===== config.mk =====
export PLATFORM = sky130hd
export DESIGN_NAME = pnr_photon_counter_flat
export DESIGN_NICKNAME = d
export VERILOG_FILES = /design/src/rtl/pnr_photon_counter_if.sv /design/src/rtl/pnr_photon_counter.sv /design/src/flat_wrapper.sv
export SDC_FILE = /design/constraint.sdc
export NUM_CORES = 1
export LEC_CHECK = 0
export BUFFER_PORTS_ARGS = -buffer_cell sky130_fd_sc_hd__buf_2
export CAP_MARGIN = 20
export CELL_PAD_IN_SITES_DETAIL_PLACEMENT = 0
export CELL_PAD_IN_SITES_GLOBAL_PLACEMENT = 1
export CORE_UTILIZATION = 25
export DETAILED_ROUTE_END_ITERATION = 7
export GPL_TIMING_DRIVEN = 0
export HOLD_SLACK_MARGIN = 0.03
export MAX_ROUTING_LAYER = met4
export PLACE_DENSITY = 0.58
export SYNTH_ARGS = -nofsm -noshare
export SYNTH_HDL_FRONTEND = slang
export SYNTH_SLANG_ARGS = --single-unit

===== constraint.sdc =====
create_clock -name ADC_CLK -period 7.06 [get_ports ADC_CLK]
set_input_delay 0.353 -clock ADC_CLK [delete_from_list [all_inputs] [get_ports ADC_CLK]]
set_output_delay 0.353 -clock ADC_CLK [all_outputs]
set_load 0.02 [all_outputs]

===== src/rtl/pnr_photon_counter_if.sv =====
// Trigger, configuration and result signals of the photon-number counter.
// The master side is the trigger/config source and result sink; the slave side is the counter.
interface pnr_photon_counter_if #(
    parameter int DW  = 14,
    parameter int LW  = 16,
    parameter int AW  = 32,
    parameter int NTH = 8,
    parameter int CW  = 4
);
    logic                   enable_i;
    logic signed [DW-1:0]   sig_i;
    logic                   delayed_trigger_i;
    logic signed [DW-1:0]   baseline_i;
    logic [LW-1:0]          integ_len_i;
    logic                   invert_i;
    logic [NTH*AW-1:0]      thresholds_i;
    logic                   busy_o;
    logic                   pnr_valid_o;
    logic [CW-1:0]          pnr_count_o;
    logic signed [AW-1:0]   pnr_sum_o;
    logic [15:0]            drop_cnt_o;

    modport master (
        output enable_i, sig_i, delayed_trigger_i, baseline_i,
               integ_len_i, invert_i, thresholds_i,
        input  busy_o, pnr_valid_o, pnr_count_o, pnr_sum_o, drop_cnt_o
    );

    modport slave (
        input  enable_i, sig_i, delayed_trigger_i, baseline_i,
               integ_len_i, invert_i, thresholds_i,
        output busy_o, pnr_valid_o, pnr_count_o, pnr_sum_o, drop_cnt_o
    );
endinterface


===== src/rtl/pnr_photon_counter.sv =====
// Integrates baseline-subtracted ADC samples over a triggered window and
// grades the integral against a threshold ladder into a photon number.
module pnr_photon_counter #(
    parameter int DW  = 14,
    parameter int LW  = 16,
    parameter int AW  = 32,
    parameter int NTH = 8,
    parameter int CW  = 4
) (
    input logic              ADC_CLK,
    input logic              rstn_i,
    pnr_photon_counter_if.slave bus
);

    typedef enum logic [1:0] {IDLE, INTEG, DONE} state_t;

    state_t               state, state_next;
    logic signed [AW-1:0] acc, acc_next;
    logic [LW-1:0]        rem, rem_next;
    logic                 inv_lat, inv_next;
    logic                 busy;
    logic                 pnr_valid;
    logic [CW-1:0]        pnr_count;
    logic signed [AW-1:0] pnr_sum;
    logic [15:0]          drop_cnt;
    logic [CW-1:0]        thr_count;

    // The difference of two DW-bit samples and its negation both fit in DW+1 bits.
    function automatic logic signed [AW-1:0] sample_term(
        input logic signed [DW-1:0] s,
        input logic signed [DW-1:0] b,
        input logic                 inv
    );
        logic signed [DW:0] d;
        d = $signed({s[DW-1], s}) - $signed({b[DW-1], b});
        if (inv)
            d = -d;
        return AW'(d);
    endfunction

    function automatic logic [CW-1:0] count_hits(
        input logic signed [AW-1:0] a,
        input logic [NTH*AW-1:0]    thr
    );
        logic [CW-1:0]        n;
        logic signed [AW-1:0] t;
        n = '0;
        for (int k = 0; k < NTH; k++) begin
            t = thr[k*AW +: AW];
            if (a >= t)
                n = n + CW'(1);
        end
        return n;
    endfunction

    always_comb begin
        state_next = state;
        acc_next   = acc;
        rem_next   = rem;
        inv_next   = inv_lat;
        if (!bus.enable_i) begin
            state_next = IDLE;
            acc_next   = '0;
        end else begin
            case (state)
                IDLE: begin
                    if (bus.delayed_trigger_i) begin
                        inv_next   = bus.invert_i;
                        rem_next   = (bus.integ_len_i == '0) ? LW'(1) : bus.integ_len_i;
                        acc_next   = sample_term(bus.sig_i, bus.baseline_i, bus.invert_i);
                        state_next = (bus.integ_len_i > LW'(1)) ? INTEG : DONE;
                    end
                end
                INTEG: begin
                    acc_next = acc + sample_term(bus.sig_i, bus.baseline_i, inv_lat);
                    rem_next = rem - LW'(1);
                    // rem still counts the trigger-cycle sample, so 2 means this add is the last
                    if (rem == LW'(2))
                        state_next = DONE;
                end
                DONE:    state_next = IDLE;
                default: state_next = IDLE;
            endcase
        end
    end

    always_comb begin
        thr_count = count_hits(acc, bus.thresholds_i);
    end

    always_ff @(posedge ADC_CLK or negedge rstn_i) begin
        if (!rstn_i) begin
            state   <= IDLE;
            acc     <= '0;
            rem     <= '0;
            inv_lat <= 1'b0;
            busy    <= 1'b0;
        end else begin
            state   <= state_next;
            acc     <= acc_next;
            rem     <= rem_next;
            inv_lat <= inv_next;
            busy    <= (state_next != IDLE);
        end
    end

    // Result registers hold until the next completed window.
    always_ff @(posedge ADC_CLK or negedge rstn_i) begin
        if (!rstn_i) begin
            pnr_valid <= 1'b0;
            pnr_count <= '0;
            pnr_sum   <= '0;
            drop_cnt  <= '0;
        end else begin
            pnr_valid <= (state == DONE) && bus.enable_i;
            if ((state == DONE) && bus.enable_i) begin
                pnr_count <= thr_count;
                pnr_sum   <= acc;
            end
            if (bus.delayed_trigger_i && bus.enable_i && (state != IDLE) && (drop_cnt != 16'hFFFF))
                drop_cnt <= drop_cnt + 16'd1;
        end
    end

    assign bus.busy_o      = busy;
    assign bus.pnr_valid_o = pnr_valid;
    assign bus.pnr_count_o = pnr_count;
    assign bus.pnr_sum_o   = pnr_sum;
    assign bus.drop_cnt_o  = drop_cnt;

endmodule


===== src/flat_wrapper.sv =====
// flat-port wrapper written by rule: the top's interface ports become plain ports
module pnr_photon_counter_flat 
#(
    parameter int DW  = 14,
    parameter int LW  = 16,
    parameter int AW  = 32,
    parameter int NTH = 8,
    parameter int CW  = 4
)
  (ADC_CLK, rstn_i, bus_enable_i, bus_sig_i, bus_delayed_trigger_i, bus_baseline_i, bus_integ_len_i, bus_invert_i, bus_thresholds_i, bus_busy_o, bus_pnr_valid_o, bus_pnr_count_o, bus_pnr_sum_o, bus_drop_cnt_o);
  pnr_photon_counter_if #(.DW(DW), .LW(LW), .AW(AW), .NTH(NTH), .CW(CW)) bus_i ();
  input logic ADC_CLK;
  input logic rstn_i;
  input wire logic [$bits(bus_i.enable_i)-1:0] bus_enable_i;
  input wire logic [$bits(bus_i.sig_i)-1:0] bus_sig_i;
  input wire logic [$bits(bus_i.delayed_trigger_i)-1:0] bus_delayed_trigger_i;
  input wire logic [$bits(bus_i.baseline_i)-1:0] bus_baseline_i;
  input wire logic [$bits(bus_i.integ_len_i)-1:0] bus_integ_len_i;
  input wire logic [$bits(bus_i.invert_i)-1:0] bus_invert_i;
  input wire logic [$bits(bus_i.thresholds_i)-1:0] bus_thresholds_i;
  output wire logic [$bits(bus_i.busy_o)-1:0] bus_busy_o;
  output wire logic [$bits(bus_i.pnr_valid_o)-1:0] bus_pnr_valid_o;
  output wire logic [$bits(bus_i.pnr_count_o)-1:0] bus_pnr_count_o;
  output wire logic [$bits(bus_i.pnr_sum_o)-1:0] bus_pnr_sum_o;
  output wire logic [$bits(bus_i.drop_cnt_o)-1:0] bus_drop_cnt_o;
  assign bus_i.enable_i = bus_enable_i;
  assign bus_i.sig_i = bus_sig_i;
  assign bus_i.delayed_trigger_i = bus_delayed_trigger_i;
  assign bus_i.baseline_i = bus_baseline_i;
  assign bus_i.integ_len_i = bus_integ_len_i;
  assign bus_i.invert_i = bus_invert_i;
  assign bus_i.thresholds_i = bus_thresholds_i;
  assign bus_busy_o = bus_i.busy_o;
  assign bus_pnr_valid_o = bus_i.pnr_valid_o;
  assign bus_pnr_count_o = bus_i.pnr_count_o;
  assign bus_pnr_sum_o = bus_i.pnr_sum_o;
  assign bus_drop_cnt_o = bus_i.drop_cnt_o;
  pnr_photon_counter #(.DW(DW), .LW(LW), .AW(AW), .NTH(NTH), .CW(CW)) u_core (.ADC_CLK(ADC_CLK), .rstn_i(rstn_i), .bus(bus_i));
endmodule

# Word-level counts from Yosys, hierarchy flattened
# Cells that the tools add are included.
# word_totals
register_bits	105
inputBits	305
output_inout_bits	54
wordCells	72
# op_classes
n_addsub	12
n_lt_le_gt_ge	9
n_eq_ne	7
n_mux	23
n_reduce_logical	12
# ops
op	count
$ge 32x32->1	8
$mux 32	2
$pmux 32 s2	1
$mux 15	4
$add 32x15->32	1
$mux 16	2
$pmux 16 s2	1
$mux 4	7
$add 4x1->4 const B	6
$add 16x1->16 const B	1
$eq 16x2->1 const B	1
$gt 16x1->1 const B	1
$logic_not 16->1	1
$ne 16x16->1 const B	1
$sub 16x1->16 const B	1
$neg 15->15	1
$sub 14x14->15	1
$mux 2	4
$reduce_and 3->1	2
$reduce_bool 2->1	3
$logic_and 1x1->1	4
$pmux 2 s2	1
$ne 3x1->1 const B	1
$ne 3x3->1 const B	1
other kinds (7)	7

# Longest topological paths before layout
# Gate-level depths: netlist of run 1.
# logic_depth
ltp_word	16
mapped_depth	29

# Worst setup path after synthesis of run 1
# Ideal clock, no wire load.
# synth_timing
kind	input-to-reg
startpoint	input port bus_sig_i[0]
endpoint	register u_core.acc[30]
setup_time_ns	0.137
arrival_ns	6.231
required_ns	6.923
path_slack_ns	0.693
stages	28
n_path_buf	0
cell_sequence	inv_1 ha_1 inv_1 fa_1 a21o_1 a21oi_1 xnor2_1 or3_4 or4_4 or3b_4 nand3b_4 o31ai_2 xor2_1 inv_1 ha_1 a21o_1 a21o_1 a21o_1 a21o_1 a21o_1 a21oi_1 nor2b_1 a311o_1 a311oi_1 o21ai_0 xor2_1 nor2_1 o21ai_0
# synth_via
elab_chain_cells	8
word_cells_on_any_way	10
# synth_rtl
element	line	rtl
start, declared	flat_wrapper.sv:15	input wire logic [$bits(bus_i.sig_i)-1:0] bus_sig_i;
$sub 14x14->15 *	pnr_photon_counter.sv:35	d = $signed({s[DW-1], s}) - $signed({b[DW-1], b});
$neg 15->15	pnr_photon_counter.sv:37	d = -d;
$mux 15	pnr_photon_counter.sv:36	if (inv)
$mux 15	pnr_photon_counter.sv:65	case (state)
$mux 15	pnr_photon_counter.sv:61	if (!bus.enable_i) begin
$add 32x15->32	pnr_photon_counter.sv:75	acc_next = acc + sample_term(bus.sig_i, bus.baseline_i, inv_lat);
$pmux 32 s2 *	pnr_photon_counter.sv:65	
$mux 32 *	pnr_photon_counter.sv:61	
end signal, assigned	pnr_photon_counter.sv:100	acc <= acc_next;
end, declared	pnr_photon_counter.sv:18	logic signed [AW-1:0] acc, acc_next;
# Mark *: on every way between the ends. The rest lies on a longest branch, timed or not. The select of a mux whose other input is x is not followed.
# A chain may end at the register's enable or synchronous reset.

# Final worst setup path of run 1
# layout_timing
startpoint	input port bus_sig_i[0]
endpoint	register u_core.acc[31]
# The elaborated chain is that of the path after synthesis.

==> run_results.csv, run 1 <==
group,metric,value,unit
critical_path,crit_arrival,6.94,ns
pwr,swShare,0.473,
global_routing,grt-ovfl-total,0,
placement,pre_cts_slack,-0.573,ns
run,maxCapViolations,0,
critical_path,worstPathMaxFanout,5,
synthesis,synthMuxAreaShare,0.00680,
placement,hpwlAfterDp,44.1,mm
detailed_routing,drt_pre_antenna_iters,5,
detailed_routing,antenna_left,0,
critical_path,worstSetupStartpointType,"input port",
timing,tightest_slew,0.859,ns
synthesis,synth_top_family_by_area,"adder cells",
detailed_routing,drc_errors,0,
clock_network,clock-sinks,105,
layout,syn2layout_area_growth,22.3,%
timing,min_period,6.68,ns
layout,fillers,6097,
floorplanning,core.rowCount,86,
synthesis,synthArstFlopShare,1.00,
layout,regArea,2650,µm²
synthesis,synth-adder-area-share,0.282,
global_routing,grt_pass1_wl,81.3,mm
floorplanning,core_area,55500,µm²
global_routing,grtUsageTotal,0.192,
critical_path,critPathMaxStageDelay,0.50,ns
timing,final_hold_viol_count,0,
timing,setup-tns-final,0,ns
timing,setup_violations,0,
synthesis,synth_ff_type,"dfrtp_1",
floorplanning,die_y,240,µm
detailed_routing,vias_per_cell,4.75,
floorplanning,fp.dieW,240,µm
timing,slew_viol_final,0,
pwr,ir_worst_vdd,0.000133,V
layout,drive_gt1_frac,0.189,
global_routing,grt_max_degree,72,
synthesis,synth_nets,2482,
synthesis,seq_area_frac_synth,0.185,
synthesis,synth_compound_area_frac,0.193,
detailed_routing,drt_iter0_drc,534,
timing,setup_ws,0.383,ns
clock_network,cts_buffers,9,
critical_path,cp.required,7.32,ns
critical_path,critPathCaptureType,"flip-flop",
worst_hold_path,hold_class,"in -> reg",
detailed_routing,drt-total-wl,54.5,mm
synthesis,synth_cell_types,76,
timing,period_share,0.946,
pwr,p_int,1930,µW
pwr,power,3660,µW
pwr,power_frac_seq,0.251,
pwr,p_sw,1730,µW
layout,post-route-util,0.312,
detailed_routing,vias,14191,
pwr,power_frac_clock,0.148,
synthesis,netlist_area,14200,µm²
floorplanning,dieArea,57700,µm²
global_routing,grt_pass1_vias,14438,
placement,io_buffers,357,
synthesis,synth.ff_latch_count,105,
critical_path,path_delay_family,"compound AO/OA/AOI/OAI gates",
pwr,p_comb_frac,0.601,
timing,fmax,150,MHz
synthesis,synth-edff-count,0,
pwr,p_per_area,211,nW/µm²
clock_network,insertion_delay,0.37,ns
timing,finClkSkew,0.0151,ns
critical_path,critical_path_buf_inv_count,5,
clock_network,root_buffer,"clkbuf_16",
pwr,cellLeakagePower,0.00985,µW
clock_network,clk_pin_slew,0.08,ns
critical_path,cp_slowest_cell,"or4_4",
placement,place.gp.congestion,0.870,
clock_network,htreeDepth,3,
critical_path,cpMostUsedCell,"a21o_1",
layout,multi_input_area,10300,µm²
timing,max-slew-margin-rel,0.427,
floorplanning,initial_core_util,0.255,
clock_network,clockBufferDepth,2,
synthesis,synth_xor_area_frac,0.0550,
layout,fin_nets,2855,
floorplanning,pin_count,359,
critical_path,worstSetupPathType,"in -> reg",
detailed_routing,wl_per_cell,18.2,µm
clock_network,cts_tree,"yes",
synthesis,netlist_instances,1859,
synthesis,yosysWarnings,0,
timing,rsz0062_at_grt,"no",
global_routing,antenna_found_initial,3,
synthesis,syn_area_per_cell,7.62,µm²
status,status,"finished clean",
synthesis,synthSimpleGateAreaFrac,0.190,
## routing by layer
metal	up-vias	routed length (µm)	GRT usage
li1	7237	-	-
met1	6612	24700	0.234
met2	308	26400	0.334
met3	34	2480	0.0254
met4	0	918	0.0425
met5	-	0	-
## metrics by stage
stage                     hold slack (ns)  area (µm²)  instances
final                               0.286       17300       2987
after floorplan                    0.0574       14200       1859
after global placement              0.458       16900       2964
after CTS                           0.246       17300       2984
after detailed placement            0.278       16900       2965
after global routing                0.299       17300       2987
## worst paths after layout
kind	slack, ns	startpoint	cells past startpoint	to
max	0.38	bus_sig_i[0]	29	u_core.acc[31]
min in group asynchronous	0.44	rstn_i	2	u_core.bus.drop_cnt_o[8]
max in group asynchronous	5.87	rstn_i	3	u_core.acc[9]
max reg2reg	0.47	u_core.acc[14]	26	u_core.bus.pnr_count_o[1]
min reg2reg	0.48	u_core.bus.pnr_sum_o[26]	2	u_core.bus.pnr_sum_o[26]
min	0.29	bus_integ_len_i[1]	3	u_core.rem[1]
## placed cells by master (no fill, tap or decap), types with 22 or more instances in the layout
cell        n
a21oi_1   139
nor2_1     92
nand2_1   250
xnor2_1    48
clkbuf_1   27
buf_2     357
nand4_1    56
nor2b_1    22
xor2_1     37
nand3_1    34
a21o_1     52
inv_1     298
ha_1      316
dfrtp_1    91
nor3_1     27
o21ai_0   125
## worst reg2reg max path: stages, from the launching register on
cell	delay (ns)
dfrtp_2	0.68
ha_1	0.36
a21oi_1	0.16
nand2_1	0.07
a221o_1	0.34
o31a_1	0.28
nor4_1	0.32
mux2_2	0.42
inv_1	0.08
ha_1	0.29
nand2b_1	0.18
nand2b_1	0.15
a221oi_1	0.41
nor3_1	0.16
nor2_1	0.37
ha_1	0.30
nor2b_1	0.15
a21oi_1	0.21
xnor2_1	0.08
mux2_2	0.27
ha_1	0.29
mux2i_1	0.13
o31a_1	0.20
inv_1	0.06
ha_1	0.29
a21oi_1	0.13
o21ai_0	0.09
## power by group through the flow
stage	clock network [µW]	logic, µW	registers [µW]
6_report	541	2200	919
5_1_grt	583	2510	936
4_1_cts	564	2210	921
3_5_place_dp	0	2180	934
3_3_place_gp	0	2120	932
2_1_floorplan	0	1610	808
## final cells by class
| cell class | instances | share of cell area |
|---|---|---|
| inverters | 299 | 0.0650 |
| plain buffers | 30 | 0.00758 |
| repair buffers | 362 | 0.107 |
| multi-input cells | 1425 | 0.596 |
| diodes | 3 | 0.000433 |
| clock inverters | 5 | 0.00368 |
| clock buffers | 10 | 0.0138 |
| well taps | 748 | 0.0540 |
| flip-flops and latches | 105 | 0.153 |
## synthesized netlist by cell type, types with 13 or more instances
master	instances	share of area
a211oi_1	13	0.0069
a21o_1	52	0.028
a21oi_1	139	0.049
a31oi_1	13	0.0057
clkbuf_1	27	0.0071
dfrtp_1	105	0.19
ha_1	316	0.28
inv_1	299	0.079
nand2_1	250	0.066
nand2b_1	14	0.0062
nand3_1	34	0.012
nand4_1	56	0.025
nor2_1	92	0.024
nor2b_1	22	0.0097
nor3_1	27	0.0095
nor4_1	14	0.0062
o21ai_0	125	0.044
xnor2_1	49	0.030
xor2_1	40	0.025
## kinds of logic after synthesis
kind of cell,count (synthesis)
simple gates,568
compound gates,441
buf+inv,329
fa+ha+maj,318
flops,105
xor+xnor,89
mux,9
## timing repair
item / in CTS / in global routing
endpoints found under the hold margin: 34 / 0
hold buffers: 1 / 0
gates resized for setup: 3 / 18
pin swaps: 0 / 0
endpoints found under the setup margin: 3 / 7
setup buffers: 3 / 0
## sequential cells by signal, summed over array words and instances (netlist names)
register                count
u_core.state                2
u_core.inv_lat              1
u_core.bus.pnr_valid_o      1
u_core.rem                 16
u_core.bus.pnr_count_o      4
u_core.bus.pnr_sum_o       32
u_core.bus.busy_o           1
u_core.bus.drop_cnt_o      16
u_core.acc                 32
Note: power is estimated with default switching activity, not from simulation.
==> inputs of run 2 (changes only) <==
Settings changed: CTS_BUF_LIST from default to sky130_fd_sc_hd__clkbuf_8.
==> run_results.csv, run 2 (synthesized netlist as in run 1, its figures left out) <==
group,metric,value,unit
status,status,"finished clean",
timing,period_share,0.940,
critical_path,critPathCaptureType,"flip-flop",
placement,hpwlAfterDp,44.1,mm
clock_network,clock-sinks,105,
timing,rsz0062_at_grt,"yes",
global_routing,antenna_found_initial,3,
timing,min_period,6.64,ns
floorplanning,initial_core_util,0.255,
detailed_routing,vias,14193,
placement,io_buffers,357,
worst_hold_path,hold_start,"bus_integ_len_i[1]",
critical_path,worstPathMaxFanout,6,
floorplanning,core_area,55500,µm²
critical_path,cp_slowest_cell,"or4_4",
timing,tightest_slew,0.832,ns
timing,setup_violations,0,
critical_path,cp.required,7.35,ns
floorplanning,core.rowCount,86,
timing,finClkSkew,0.0193,ns
global_routing,grt-ovfl-total,0,
layout,post-route-util,0.310,
layout,stdcell_area,17200,µm²
floorplanning,fp.dieW,240,µm
timing,slew_viol_final,0,
worst_hold_path,hold_end,"u_core.rem[1]",
run,maxCapViolations,0,
detailed_routing,wl_per_cell,18.2,µm
critical_path,worstSetupStartpointType,"input port",
floorplanning,die_y,240,µm
layout,syn2layout_area_growth,21.5,%
floorplanning,pin_count,359,
critical_path,worstSetupPathType,"in -> reg",
timing,max-slew-margin-rel,0.445,
layout,layout.cells.most_common,"buf_2",
timing,setup_ws,0.422,ns
clock_network,cts_tree,"yes",
placement,placed_area,16900,µm²
detailed_routing,drt-total-wl,54.3,mm
critical_path,cpMostUsedCell,"a21o_1",
timing,setup-tns-final,0,ns
detailed_routing,drt_iter0_drc,553,
placement,pre_cts_slack,-0.573,ns
critical_path,crit-reg2reg-launch,"u_core.acc[14]",
global_routing,grt_max_degree,72,
global_routing,grtUsageTotal,0.192,
layout,drive_gt1_frac,0.189,
clock_network,clk_pin_slew,0.12,ns
detailed_routing,antenna_left,0,
placement,place.gp.congestion,0.870,
critical_path,worstRegToRegCells,26,
timing,fmax,151,MHz
clock_network,insertion_delay,0.42,ns
clock_network,clockBufferDepth,2,
worst_hold_path,min_path_cells,3,
detailed_routing,drc_errors,0,
critical_path,r2r-end,"u_core.bus.pnr_count_o[1]",
clock_network,htreeDepth,3,
clock_network,cts_buffers,9,
clock_network,root_buffer,"clkbuf_8",
floorplanning,dieArea,57700,µm²
critical_path,critical_path_buf_inv_count,4,
pwr,power,3540,µW
worst_hold_path,hold_class,"in -> reg",
layout,mostFrequentLayoutCells,"357 x buf_2, 316 x ha_1, 298 x inv_1, 250 x nand2_1, 139 x a21oi_1",
pwr,p_per_area,205,nW/µm²
pwr,ir_worst_vdd,0.000113,V
critical_path,critPathMaxStageDelay,0.50,ns
detailed_routing,drt_pre_antenna_iters,6,
critical_path,path_delay_family,"compound AO/OA/AOI/OAI gates",
layout,fin_nets,2856,
global_routing,grt_pass1_vias,14428,
timing,final_hold_viol_count,0,
pwr,cellLeakagePower,0.00980,µW
global_routing,grt_pass1_wl,81.3,mm
critical_path,crit_arrival,6.92,ns
detailed_routing,vias_per_cell,4.75,
critical_path,r2r_slack,0.50,ns
run 2: changes by cell type in the layout (fill, tap and decap cells not counted):
cell,change
xnor2_1,+1
clkbuf_8,+9
clkbuf_16,-9
xnor2_2,-1
buf_4,+1
a311oi_2,-1
a311oi_1,+1
run 2: report_power, final:
part / internal [µW] / switching (µW)
Sequential: 669 / 252
Clock: 176 / 241
Combinational: 974 / 1230
run 2: area by class of cell:
class,instances,area (µm²)
Clock inverter,5,63.8
Inverter,299,1130
Antenna cell,3,7.51
Timing Repair Buffer,363,1860
Tap cell,748,936
Buffer,30,131
Fill cell,6115,38300
Multi-Input combinational cell,1425,10300
Sequential cell,105,2650
Clock buffer,10,138
run 2: worst max path at each step:
stage                     cells after the start         start             end  slack (ns)
after CTS                                    30  bus_sig_i[0]  u_core.acc[30]        0.02
after global routing                         28  bus_sig_i[0]  u_core.acc[30]       -0.02
after detailed placement                     30  bus_sig_i[0]  u_core.acc[30]       -0.57
after global placement                       30  bus_sig_i[0]  u_core.acc[30]       -0.47
after floorplan                              28  bus_sig_i[0]  u_core.acc[30]        0.69
final                                        29  bus_sig_i[0]  u_core.acc[30]        0.42
run 2: worst register-to-register path: cells and delay by family, from the launching register on:
family	cells	cell delay, ns
AND/OR/NAND/NOR	7	1.37
AO/OA/AOI/OAI	8	1.81
multiplexers	3	0.81
XOR/XNOR	1	0.08
flip-flops	1	0.69
adder cells (fa/ha/maj)	5	1.53
buffers and inverters	2	0.14
run 2: through the flow:
stage / hold WS (ns) / cells
2_1_floorplan: 0.0574 / 1859
3_3_place_gp: 0.458 / 2964
3_5_place_dp: 0.278 / 2965
4_1_cts: 0.183 / 2981
5_1_grt: 0.242 / 2988
6_report: 0.242 / 2988
run 2: repair_timing:
item,in CTS,in global routing
endpoints found under the hold margin,34,0
resized for setup,2,17
setup buffers,0,4
hold buffers,1,0
gates cloned,0,0
setup endpoints to repair,2,7
run 2: per-layer routing:
layer  track usage  part of all wire  up-vias
li1              -                 -     7229
met1         0.235              0.45     6605
met2         0.335              0.49      323
met3        0.0224             0.046       36
met4        0.0459             0.016        0
met5             -                 0        -
==> inputs of run 3 (changes only) <==
Settings changed: CELL_PAD_IN_SITES_GLOBAL_PLACEMENT 1 to 2, PLACE_DENSITY 0.58 to 0.71.
==> run_results.csv, run 3 (synthesized netlist as in run 1, its figures left out) <==
group,metric,value,unit
floorplanning,initial_core_util,0.255,
layout,drive_gt1_frac,0.189,
clock_network,root_buffer,"clkbuf_8",
worst_hold_path,hold_class,"in -> reg",
run,maxCapViolations,0,
global_routing,grt_pass1_vias,14721,
pwr,cellLeakagePower,0.00980,µW
critical_path,worstRegToRegCells,26,
critical_path,worstPathMaxFanout,5,
layout,mostFrequentLayoutCells,"357 x buf_2, 316 x ha_1, 301 x inv_1, 250 x nand2_1, 139 x a21oi_1",
critical_path,cpMostUsedCell,"a21o_1",
timing,setup_violations,0,
timing,final_hold_viol_count,0,
floorplanning,core_area,55500,µm²
global_routing,grt-ovfl-total,0,
detailed_routing,antenna_left,0,
layout,stdcell_area,17200,µm²
critical_path,critPathMaxStageDelay,0.52,ns
floorplanning,fp.dieW,240,µm
timing,rsz0062_at_grt,"no",
timing,fmax,152,MHz
pwr,p_per_area,205,nW/µm²
timing,finClkSkew,0.0175,ns
floorplanning,core.rowCount,86,
floorplanning,dieArea,57700,µm²
pwr,swShare,0.497,
clock_network,cts_tree,"yes",
critical_path,worstSetupStartpointType,"input port",
clock_network,clockBufferDepth,2,
clock_network,clock-sinks,105,
clock_network,insertion_delay,0.42,ns
detailed_routing,drt_iter0_drc,621,
timing,max-slew-margin-rel,0.462,
critical_path,cp.required,7.33,ns
global_routing,grt_pass1_wl,81.7,mm
detailed_routing,vias_per_cell,4.77,
layout,post-route-util,0.310,
pwr,ir_worst_vdd,0.000115,V
floorplanning,pin_count,359,
layout,layout.cells.most_common,"buf_2",
detailed_routing,drc_errors,0,
detailed_routing,wl_per_cell,18.2,µm
timing,min_period,6.60,ns
detailed_routing,vias,14275,
pwr,p_comb_frac,0.636,
global_routing,grtUsageTotal,0.192,
worst_hold_path,min_path_cells,3,
clock_network,htreeDepth,3,
global_routing,grt_max_degree,72,
global_routing,antenna_found_initial,6,
timing,period_share,0.934,
critical_path,worstSetupPathType,"in -> reg",
critical_path,crit_arrival,6.87,ns
placement,hpwlAfterDp,44.5,mm
detailed_routing,drt-total-wl,54.4,mm
placement,place.gp.congestion,0.879,
status,status,"finished clean",
pwr,power_frac_clock,0.103,
clock_network,clk_pin_slew,0.11,ns
layout,fin_nets,2858,
placement,io_buffers,357,
critical_path,cp_slowest_cell,"or4_4",
critical_path,critPathCaptureType,"flip-flop",
layout,fillers,6139,
pwr,power_frac_seq,0.261,
timing,slew_viol_final,0,
pwr,p_int,1780,µW
detailed_routing,drt_pre_antenna_iters,6,
floorplanning,die_y,240,µm
pwr,p_sw,1750,µW
layout,syn2layout_area_growth,21.5,%
timing,tightest_slew,0.799,ns
clock_network,cts_buffers,9,
placement,placed_area,16900,µm²
==> run 3: power by group through the flow <==
stage	Sequential, µW	Clock [µW]	Combinational, µW
finish	922	363	2240
global placement	930	0	2160
CTS	922	378	2250
global route	940	396	2560
detailed placement	933	0	2210
floorplan	808	0	1610
==> run 3: per-layer routing <==
layer / GRT usage / routed length, µm / up-vias
met5: - / 0 / -
met4: 0.0546 / 1150 / 0
met3: 0.0273 / 2650 / 46
met2: 0.332 / 26100 / 328
met1: 0.231 / 24500 / 6681
li1: - / - / 7220
==> run 3: final timing paths <==
path / startpoint / to / slack (ns)
max: bus_sig_i[0] / u_core.acc[30] / 0.46
min: bus_integ_len_i[1] / u_core.rem[1] / 0.20
max reg2reg: u_core.acc[7] / u_core.bus.pnr_count_o[1] / 0.55
min reg2reg: u_core.bus.drop_cnt_o[10] / u_core.bus.drop_cnt_o[10] / 0.48
max in group asynchronous: rstn_i / u_core.acc[13] / 5.91
min in group asynchronous: rstn_i / u_core.bus.drop_cnt_o[14] / 0.38
==> run 3: repair_timing <==
| item | CTS | global route |
|---|---|---|
| setup endpoints to repair | 4 | 9 |
| resized for setup | 5 | 21 |
| pin swaps | 0 | 1 |
| hold buffers | 1 | 0 |
| setup buffers | 5 | 1 |
| endpoints found under the hold margin | 34 | 0 |
==> run 3: layout make-up <==
| class | count | area (µm²) | share of cell area |
|---|---|---|---|
| Multi-Input combinational cell | 1425 | 10300 | 0.599 |
| Tap cell | 748 | 936 | 0.0543 |
| Timing Repair Buffer | 365 | 1880 | 0.109 |
| Buffer | 30 | 131 | 0.00763 |
| Antenna cell | 7 | 17.5 | 0.00102 |
| Clock inverter | 7 | 40.0 | 0.00232 |
| Sequential cell | 105 | 2660 | 0.154 |
| Clock buffer | 9 | 124 | 0.00719 |
| Inverter | 299 | 1130 | 0.0654 |
==> run 3: worst max-delay path: cells and delay by family <==
kind	cells	cell delay, ns
compound gates	13	2.85
fa+ha+maj	3	0.91
buf+inv	4	0.39
simple gates	6	1.68
xor+xnor	3	0.67
==> run 3: per-stage QoR <==
step	setup slack [ns]	TNS (ns)	instances	hold WS [ns]	total power (µW)
finish	0.464	0	2995	0.201	3530
global route	0.00291	0	2994	0.262	3900
CTS	0.0132	0	2987	0.184	3550
detailed placement	-0.565	-2.15	2965	0.291	3150
global placement	-0.503	-1.74	2964	0.458	3090
floorplan	0.693	0	1859	0.0574	2420
